`src/rtl/narrow_pkg.sv`:
```
// Shared types and constants for the narrow_pack datapath.
// Default widths, saturation limits and the packer state encoding.
package narrow_pkg;

    localparam int IN_WIDTH_DEF  = 32;
    localparam int OUT_WIDTH_DEF = 16;

    localparam logic [OUT_WIDTH_DEF-1:0] SAT_MAX = 16'h7FFF;
    localparam logic [OUT_WIDTH_DEF-1:0] SAT_MIN = 16'h8000;

    typedef enum logic [1:0] {
        EMPTY = 2'd0,
        HALF  = 2'd1,
        FULL  = 2'd2
    } state_t;

endpackage

```
`src/rtl/sat_narrow.sv`:
```
// Combinational signed narrowing with saturation to the halfword range.
// A word fits when every bit from the halfword sign bit upward agrees.
module sat_narrow
    import narrow_pkg::*;
#(
    parameter int IN_WIDTH  = IN_WIDTH_DEF,
    parameter int OUT_WIDTH = OUT_WIDTH_DEF
) (
    input  logic [IN_WIDTH-1:0]  word,
    output logic [OUT_WIDTH-1:0] halfword,
    output logic                 sat
);

    logic [IN_WIDTH-OUT_WIDTH:0] upper;

    assign upper = word[IN_WIDTH-1:OUT_WIDTH-1];
    assign sat   = !((&upper) || !(|upper));

    always_comb begin
        halfword = word[OUT_WIDTH-1:0];
        if (sat) begin
            halfword = word[IN_WIDTH-1] ? {1'b1, {(OUT_WIDTH-1){1'b0}}}
                                        : {1'b0, {(OUT_WIDTH-1){1'b1}}};
        end
    end

endmodule

```
`src/rtl/narrow_pack.sv`:
```
// Narrows signed input words and packs two halfwords per output word,
// with flush for a lone low half and saturation statistics.
module narrow_pack
    import narrow_pkg::*;
#(
    parameter int IN_WIDTH  = IN_WIDTH_DEF,
    parameter int OUT_WIDTH = OUT_WIDTH_DEF
) (
    input  logic                   clk,
    input  logic                   reset_n,
    input  logic                   in_valid,
    output logic                   in_ready,
    input  logic [IN_WIDTH-1:0]    in_data,
    input  logic                   flush,
    output logic                   out_valid,
    input  logic                   out_ready,
    output logic [2*OUT_WIDTH-1:0] out_data,
    output logic [1:0]             out_mask,
    input  logic                   sat_clear,
    output logic                   sat_sticky,
    output logic [15:0]            sat_count
);

    state_t state, state_next;

    logic [OUT_WIDTH-1:0] low_half;
    logic [OUT_WIDTH-1:0] narrowed;
    logic                 narrowed_sat;
    logic                 accept;
    logic                 transfer;
    logic                 sat_hit;
    logic                 load_low;
    logic                 load_pair;
    logic                 load_flush;

    sat_narrow #(
        .IN_WIDTH  (IN_WIDTH),
        .OUT_WIDTH (OUT_WIDTH)
    ) u_sat_narrow (
        .word     (in_data),
        .halfword (narrowed),
        .sat      (narrowed_sat)
    );

    assign out_valid = (state == FULL);
    assign in_ready  = (state != FULL) || out_ready;
    assign accept    = in_valid && in_ready;
    assign transfer  = out_valid && out_ready;
    assign sat_hit   = accept && narrowed_sat;

    always_ff @(posedge clk or negedge reset_n) begin
        if (!reset_n) begin
            state <= EMPTY;
        end else begin
            state <= state_next;
        end
    end

    // An accept always wins over flush in HALF, so flush only completes a lone low half.
    always_comb begin
        state_next = state;
        load_low   = 1'b0;
        load_pair  = 1'b0;
        load_flush = 1'b0;
        case (state)
            EMPTY: begin
                if (accept) begin
                    state_next = HALF;
                    load_low   = 1'b1;
                end
            end
            HALF: begin
                if (accept) begin
                    state_next = FULL;
                    load_pair  = 1'b1;
                end else if (flush) begin
                    state_next = FULL;
                    load_flush = 1'b1;
                end
            end
            FULL: begin
                if (transfer) begin
                    if (accept) begin
                        state_next = HALF;
                        load_low   = 1'b1;
                    end else begin
                        state_next = EMPTY;
                    end
                end
            end
            default: state_next = EMPTY;
        endcase
    end

    always_ff @(posedge clk or negedge reset_n) begin
        if (!reset_n) begin
            low_half <= '0;
            out_data <= '0;
            out_mask <= 2'b00;
        end else begin
            if (load_low) begin
                low_half <= narrowed;
            end
            if (load_pair) begin
                out_data <= {narrowed, low_half};
                out_mask <= 2'b11;
            end else if (load_flush) begin
                out_data <= {{OUT_WIDTH{1'b0}}, low_half};
                out_mask <= 2'b01;
            end
        end
    end

    // A clear in the same cycle as a saturating accept still counts that accept.
    always_ff @(posedge clk or negedge reset_n) begin
        if (!reset_n) begin
            sat_sticky <= 1'b0;
            sat_count  <= 16'd0;
        end else if (sat_clear) begin
            sat_sticky <= sat_hit;
            sat_count  <= sat_hit ? 16'd1 : 16'd0;
        end else if (sat_hit) begin
            sat_sticky <= 1'b1;
            if (sat_count != 16'hFFFF) begin
                sat_count <= sat_count + 16'd1;
            end
        end
    end

endmodule

```
`config.mk`:
```
export PLATFORM = sky130hd
export DESIGN_NAME = narrow_pack
export DESIGN_NICKNAME = d
export VERILOG_FILES = /design/src/rtl/narrow_pkg.sv /design/src/rtl/sat_narrow.sv /design/src/rtl/narrow_pack.sv
export SDC_FILE = /design/constraint.sdc
export NUM_CORES = 1
export LEC_CHECK = 0
export BUFFER_PORTS_ARGS = -buffer_cell sky130_fd_sc_hd__buf_4
export CAP_MARGIN = 30
export CORE_MARGIN = 1.5
export CORE_UTILIZATION = 51
export CTS_CLUSTER_SIZE = 12
export DETAILED_ROUTE_END_ITERATION = 7
export HOLD_SLACK_MARGIN = 0.03
export PLACE_DENSITY = 0.89
export SYNTH_ARGS = -nofsm -noshare
export SYNTH_HDL_FRONTEND = slang
export SYNTH_SLANG_ARGS = --single-unit
```
`constraint.sdc`:
```
create_clock -name clk -period 2.5 [get_ports clk]
set_clock_uncertainty 0.2 [all_clocks]
set_input_delay 0.5 -clock clk [delete_from_list [all_inputs] [get_ports clk]]
set_output_delay 0.5 -clock clk [all_outputs]
set_load 0.01 [all_outputs]
```
**Word level (Yosys, flattened, before mapping)**

Cells that the tools add are included.

- Register bits: 69
- Bits of input ports: 38
- Output and inout bits: 53
- Word-level logic and storage cells: 54

- $add $sub $neg: 1
- Eq/ne operators: 7
- Mux-type cells: 25
- Reductions and logical operators: 15

Operator list:

| kind | number |
|---|---|
| 16-bit 2-to-1 mux | 5 |
| 32-bit 2-to-1 mux | 2 |
| 17-bit AND reduction | 1 |
| 17-bit OR reduction | 1 |
| 16-bit by 1-bit adder with 16-bit output, second input constant | 1 |
| 16-bit != test, second input constant | 1 |
| 2-bit 2-to-1 mux | 6 |
| 1-bit 2-to-1 mux | 10 |
| 2-bit one-hot mux with 3 select lines | 1 |
| 2-bit nonzero test | 3 |
| 2-bit != test, second input constant | 2 |
| 1-bit logical AND | 3 |
| 3-bit != test, second input constant | 1 |
| 3-bit AND reduction | 1 |
| 2-bit by 1-bit equality test with 1-bit output, second input constant | 1 |
| 2-bit equality test, second input constant | 1 |
| 1-bit zero test | 2 |
| 2-bit zero test | 1 |
| 1-bit logical OR | 2 |
| 2-bit by 1-bit != test with 1-bit output, second input constant | 1 |
| 1-bit one-hot mux with 2 select lines | 1 |
| 2-bit AND reduction | 1 |

**Depth between registers and ports, before layout**

- Word-level depth: 7
- Depth in mapped cells: 8

**Hierarchy**

A second synthesis with hierarchy kept.

- Cell total of the unflattened synthesis: 240
- Area, all modules: 3,071.7 um^2

By module, submodules not included:

| module | instances | cells an instance | area each (um^2) | sequential area each (um^2) |
|---|---|---|---|---|
| narrow_pack | 1 | 209 | 2,807.7 | 1,726.7 |
| sat_narrow | 1 | 31 | 264.0 | 0.0 |

**Worst setup path after synthesis**

OpenSTA, ideal clock, no wires.

- Path kind: input-to-reg
- Start: input port in_data[17]
- End: register sat_count[1]
- Library setup time: 0.132 ns
- Data arrival time: 1.794 ns
- Path slack: 0.374 ns
- Stages on the path: 7
- Buffers on the path: 2
- Path through: nand4_1 o41ai_4 a211o_2 buf_6 buf_6 mux2i_1 nor2_1

- Word-level cells in the longest chain between the ends: 7

Ends and longest elaborated chain:

| element | RTL line | text |
|---|---|---|
| start, declared | narrow_pack.sv:13 | `input logic [IN_WIDTH-1:0] in_data,` |
| 17-bit OR reduction | sat_narrow.sv:17 | `assign sat = !((&upper) \|\| !(\|upper));` |
| 1-bit zero test | sat_narrow.sv:17 |  |
| 1-bit logical OR * | sat_narrow.sv:17 |  |
| 1-bit zero test * | sat_narrow.sv:17 |  |
| 1-bit logical AND * | narrow_pack.sv:49 | `assign sat_hit = accept && narrowed_sat;` |
| 2-bit nonzero test (no line) * | -- |  |
| 2-bit AND reduction (no line) * | -- |  |
| end signal, assigned | narrow_pack.sv:121 | `sat_count <= sat_hit ? 16'd1 : 16'd0;` |
| end signal, assigned | narrow_pack.sv:125 | `sat_count <= sat_count + 16'd1;` |
| end, declared | narrow_pack.sv:21 | `output logic [15:0] sat_count` |

Mark *: on every way between the ends. The rest lies on a longest branch, timed or not.
A chain may end at the register's enable or synchronous reset.

**Worst setup path in the final report**

- Start: register sat_count[1]
- End: register sat_count[13]

- Word-level cells in the longest chain between the ends: 4

Ends and longest elaborated chain:

| element | RTL line | text |
|---|---|---|
| 16-bit by 1-bit adder with 16-bit output | narrow_pack.sv:125 |  |
| 16-bit 2-to-1 mux | narrow_pack.sv:124 | `if (sat_count != 16'hFFFF) begin` |
| 16-bit 2-to-1 mux | narrow_pack.sv:122 | `end else if (sat_hit) begin` |
| 16-bit 2-to-1 mux | narrow_pack.sv:119 | `end else if (sat_clear) begin` |

Several ways; a longest one is shown, not always the timed one. The select of a mux whose other input is x is not followed.

==> run metrics <==
Top FF cell, synth=dfrtp_1; Synth Area in Simple Gates=15.71%; Worst Setup SP=sat_count[1]; commonest non-fill, non-tap cell in the layout=buf_4; first-pass GRT wire length=~12000 µm; Rows=27; Req. time, crit path=2570 ps; post-route ant nets=0; synth top area cells=dfrtp_1 (58%), mux2_2 (6.4%), o21ai_0 (5.2%); YS warnings=0; Distinct cells, synth=37; register area share after synthesis=between 50% and 60%; power share of the combinational group=30.9%; Sink Count=69; clk slew on worst S/H paths=~80 ps; Sequential Power Share=43.5%; crit-path max FO=22; Max stage delay on crit path=530 ps; slowest CP cell=or4_1; CP Class=reg2reg; Worst Hold Slack=53.30 ps; Startpoint Class=flop; vias per std cell=5.729; DRC violations left=0; setup TNS=0 ps; TritonCTS buffer count=9; layout cells sized above 1=35.62%; Syn-to-layout area delta=32.77%; post-DP HPWL=5072 µm; routed vias=~2600; number of global-route vias before repair=2612; Die X=79.41 µm; unrepaired setup endpoints after global routing=no; post-synthesis compound-gate area fraction=between 10% and 20%; Clk pwr share=25.6%; fin nets=413; CP bufs+invs=0; Fillers=413; gp weighted congestion=0.7571; fin crit share=90.17%; Ant. Diodes=0; clock latency on the worst-skew pair=340 ps; outcome=complete, no violations; total core area=between 5000 and 6000 µm²; fraction of registers with async set or reset after synthesis=100.0%; Initial Util=a little over half; Post-Synth XOR/XNOR Area=0%; DRT Pass-1 Iters=4; crit path DAT=roughly 2300 ps; post-CTS sizing=0; DRT iter0 DRCs=between 150 and 200; GRT Overall Usage=24.99%; commonest non-fill, non-tap cells in the layout=buf_4 (94), dfrtp_1 (69), nand2_1 (40); fin util=70.93%; largest net degree at the start of global routing=70; power density cells=997.4 nW/µm²; VDD IR-drop max=609.5 µV; Post-synth EDFFs=0; CTS Buffer Depth=2; min-delay worst type=in2async; Cells after Synth=around 280; switching share of power=between 30% and 40%; adder-cell share of the synthesized area=0.4202%; internal power=2696 µW; setup bufs post-CTS=0; mean post-synth cell area=10.60 µm²; Synth Register Bits=69; setup slack, reg-to-reg=250 ps; Fmax=0.4436 GHz; Avg WL per Cell=around 16 µm; Least-Margin Pin Slew=841.3 ps; RR Startpoint=sat_count[1]; Post-CTS Hold Buffers=0; Leakage=0.001844 µW; CTS tree=done; Mapped Area=2978 µm²; Tot Pwr=3943 µW; FF-to-FF path depth=6; reg2reg end=sat_count[13]; largest family of logic cells by synthesized area=compound AO/OA/AOI/OAI gates; P_sw=between 1000 and 1500 µW; Post-Place Cells=435; Buffers on Ports=90; Critical path destination=sat_count[13]; Max-slew headroom=43.91%; Slew Viols, Final=0; Crit. End Element=flop; Final Hold Violating Endpoints=0; mux contribution to synthesized area=7.143%; H-tree depth=3; Crit path max-delay family=simple AND/OR/NAND/NOR gates; top cell type's share of synthesized area=between 50% and 60%; # IOs=91; root buf cell=clkbuf_8; height of the die=79.41 µm; syn_nets=320; initial antenna violation count=0; Die Footprint=6306 µm²; Final min period=2254 ps; Cell Count, Final, Fillers Out=451; cell taking the most area after synthesis=dfrtp_1; DRT Wirelength=7137 µm; max-cap violations=0; Critical Path, Cell by Cell=ha_1 -> nand4_1 -> nor4_1 -> a211o_2 -> or4_1 -> a21oi_1; grt total ovfl=0; Crit. path cell count=6; final setup vio count=0
## cells in the mapped netlist (2+ instances only)
master and n:
a21oi_1 28, and2_1 3, and3_1 2, buf_6 2, clkbuf_1 9, dfrtp_1 69, inv_1 4, mux2_2 17
nand2_1 40, nand2b_1 2, nand3_1 7, nand4_1 9, nor2_1 6, nor2b_1 2, nor4_1 5, o21ai_0 31
o21ai_1 9, o31ai_1 6, or3_1 7, or4_1 6
## layer usage
layer | wire, µm | vias up | track usage (%)
met5 | 0 | - | 0
met3 | 418 | 19 | 6.171
li1 | - | 1214 | -
met1 | 2948 | 1240 | 30.31
met2 | 3619 | 111 | 41.71
met4 | 150 | 0 | 12.11
## worst reg2reg max path: cells and delay by family (launching register included)
kind	cells	cell delay, ps
simple gates	3	730
compound gates	2	580
flops	1	420
fa+ha+maj	1	250
## worst min-delay path by stage
stage | startpoint | end | slack (ps)
2_1_floorplan | reset_n | low_half[0] | 4
3_3_place_gp | out_mask[0] | out_mask[0] | 260
3_5_place_dp | out_mask[0] | out_mask[0] | 260
4_1_cts | reset_n | out_data[16] | 90
5_1_grt | reset_n | low_half[2] | 140
6_report | reset_n | out_data[1] | 50
## flip-flops by register name (all words and copies together) (netlist names)
register,flops
low_half,16
out_data,32
out_mask,2
sat_count,16
sat_sticky,1
state,2
## layout make-up
cell class | instances | area, µm² | area share, %
Timing Repair Buffer | 95 | 725.7 | 18.35
Tap cell | 72 | 90.09 | 2.278
Inverter | 4 | 15.01 | 0.3797
Multi-Input combinational cell | 195 | 1175 | 29.72
Clock inverter | 7 | 97.59 | 2.468
Clock buffer | 9 | 123.9 | 3.133
Sequential cell | 69 | 1727 | 43.67
## cell families (layout without fill, tap and decap cells)
kind of cell	count (synthesis)	in the layout
AO/OA/AOI/OAI	82	82
adder cells (fa/ha/maj)	1	1
buffers and inverters	17	115
AND/OR/NAND/NOR	93	93
multiplexers	19	19
flip-flops	69	69
## metrics by stage
step	worst slack, ps	instance area (µm²)
2_1_floorplan	374.2	2978
3_3_place_gp	229.9	3732
3_5_place_dp	191.9	3732
4_1_cts	249.7	3954
5_1_grt	112.3	3954
6_report	245.9	3954
## power groups by stage
stage          registers [µW]  clock network [µW]  logic (µW)
2_1_floorplan            1820                   0         448
3_3_place_gp             1700                   0        1170
3_5_place_dp             1740                   0        1230
4_1_cts                  1720                1020        1230
5_1_grt                  1760                1070        1340
6_report                 1720                1010        1220
Power figures use the tool's default switching activity.
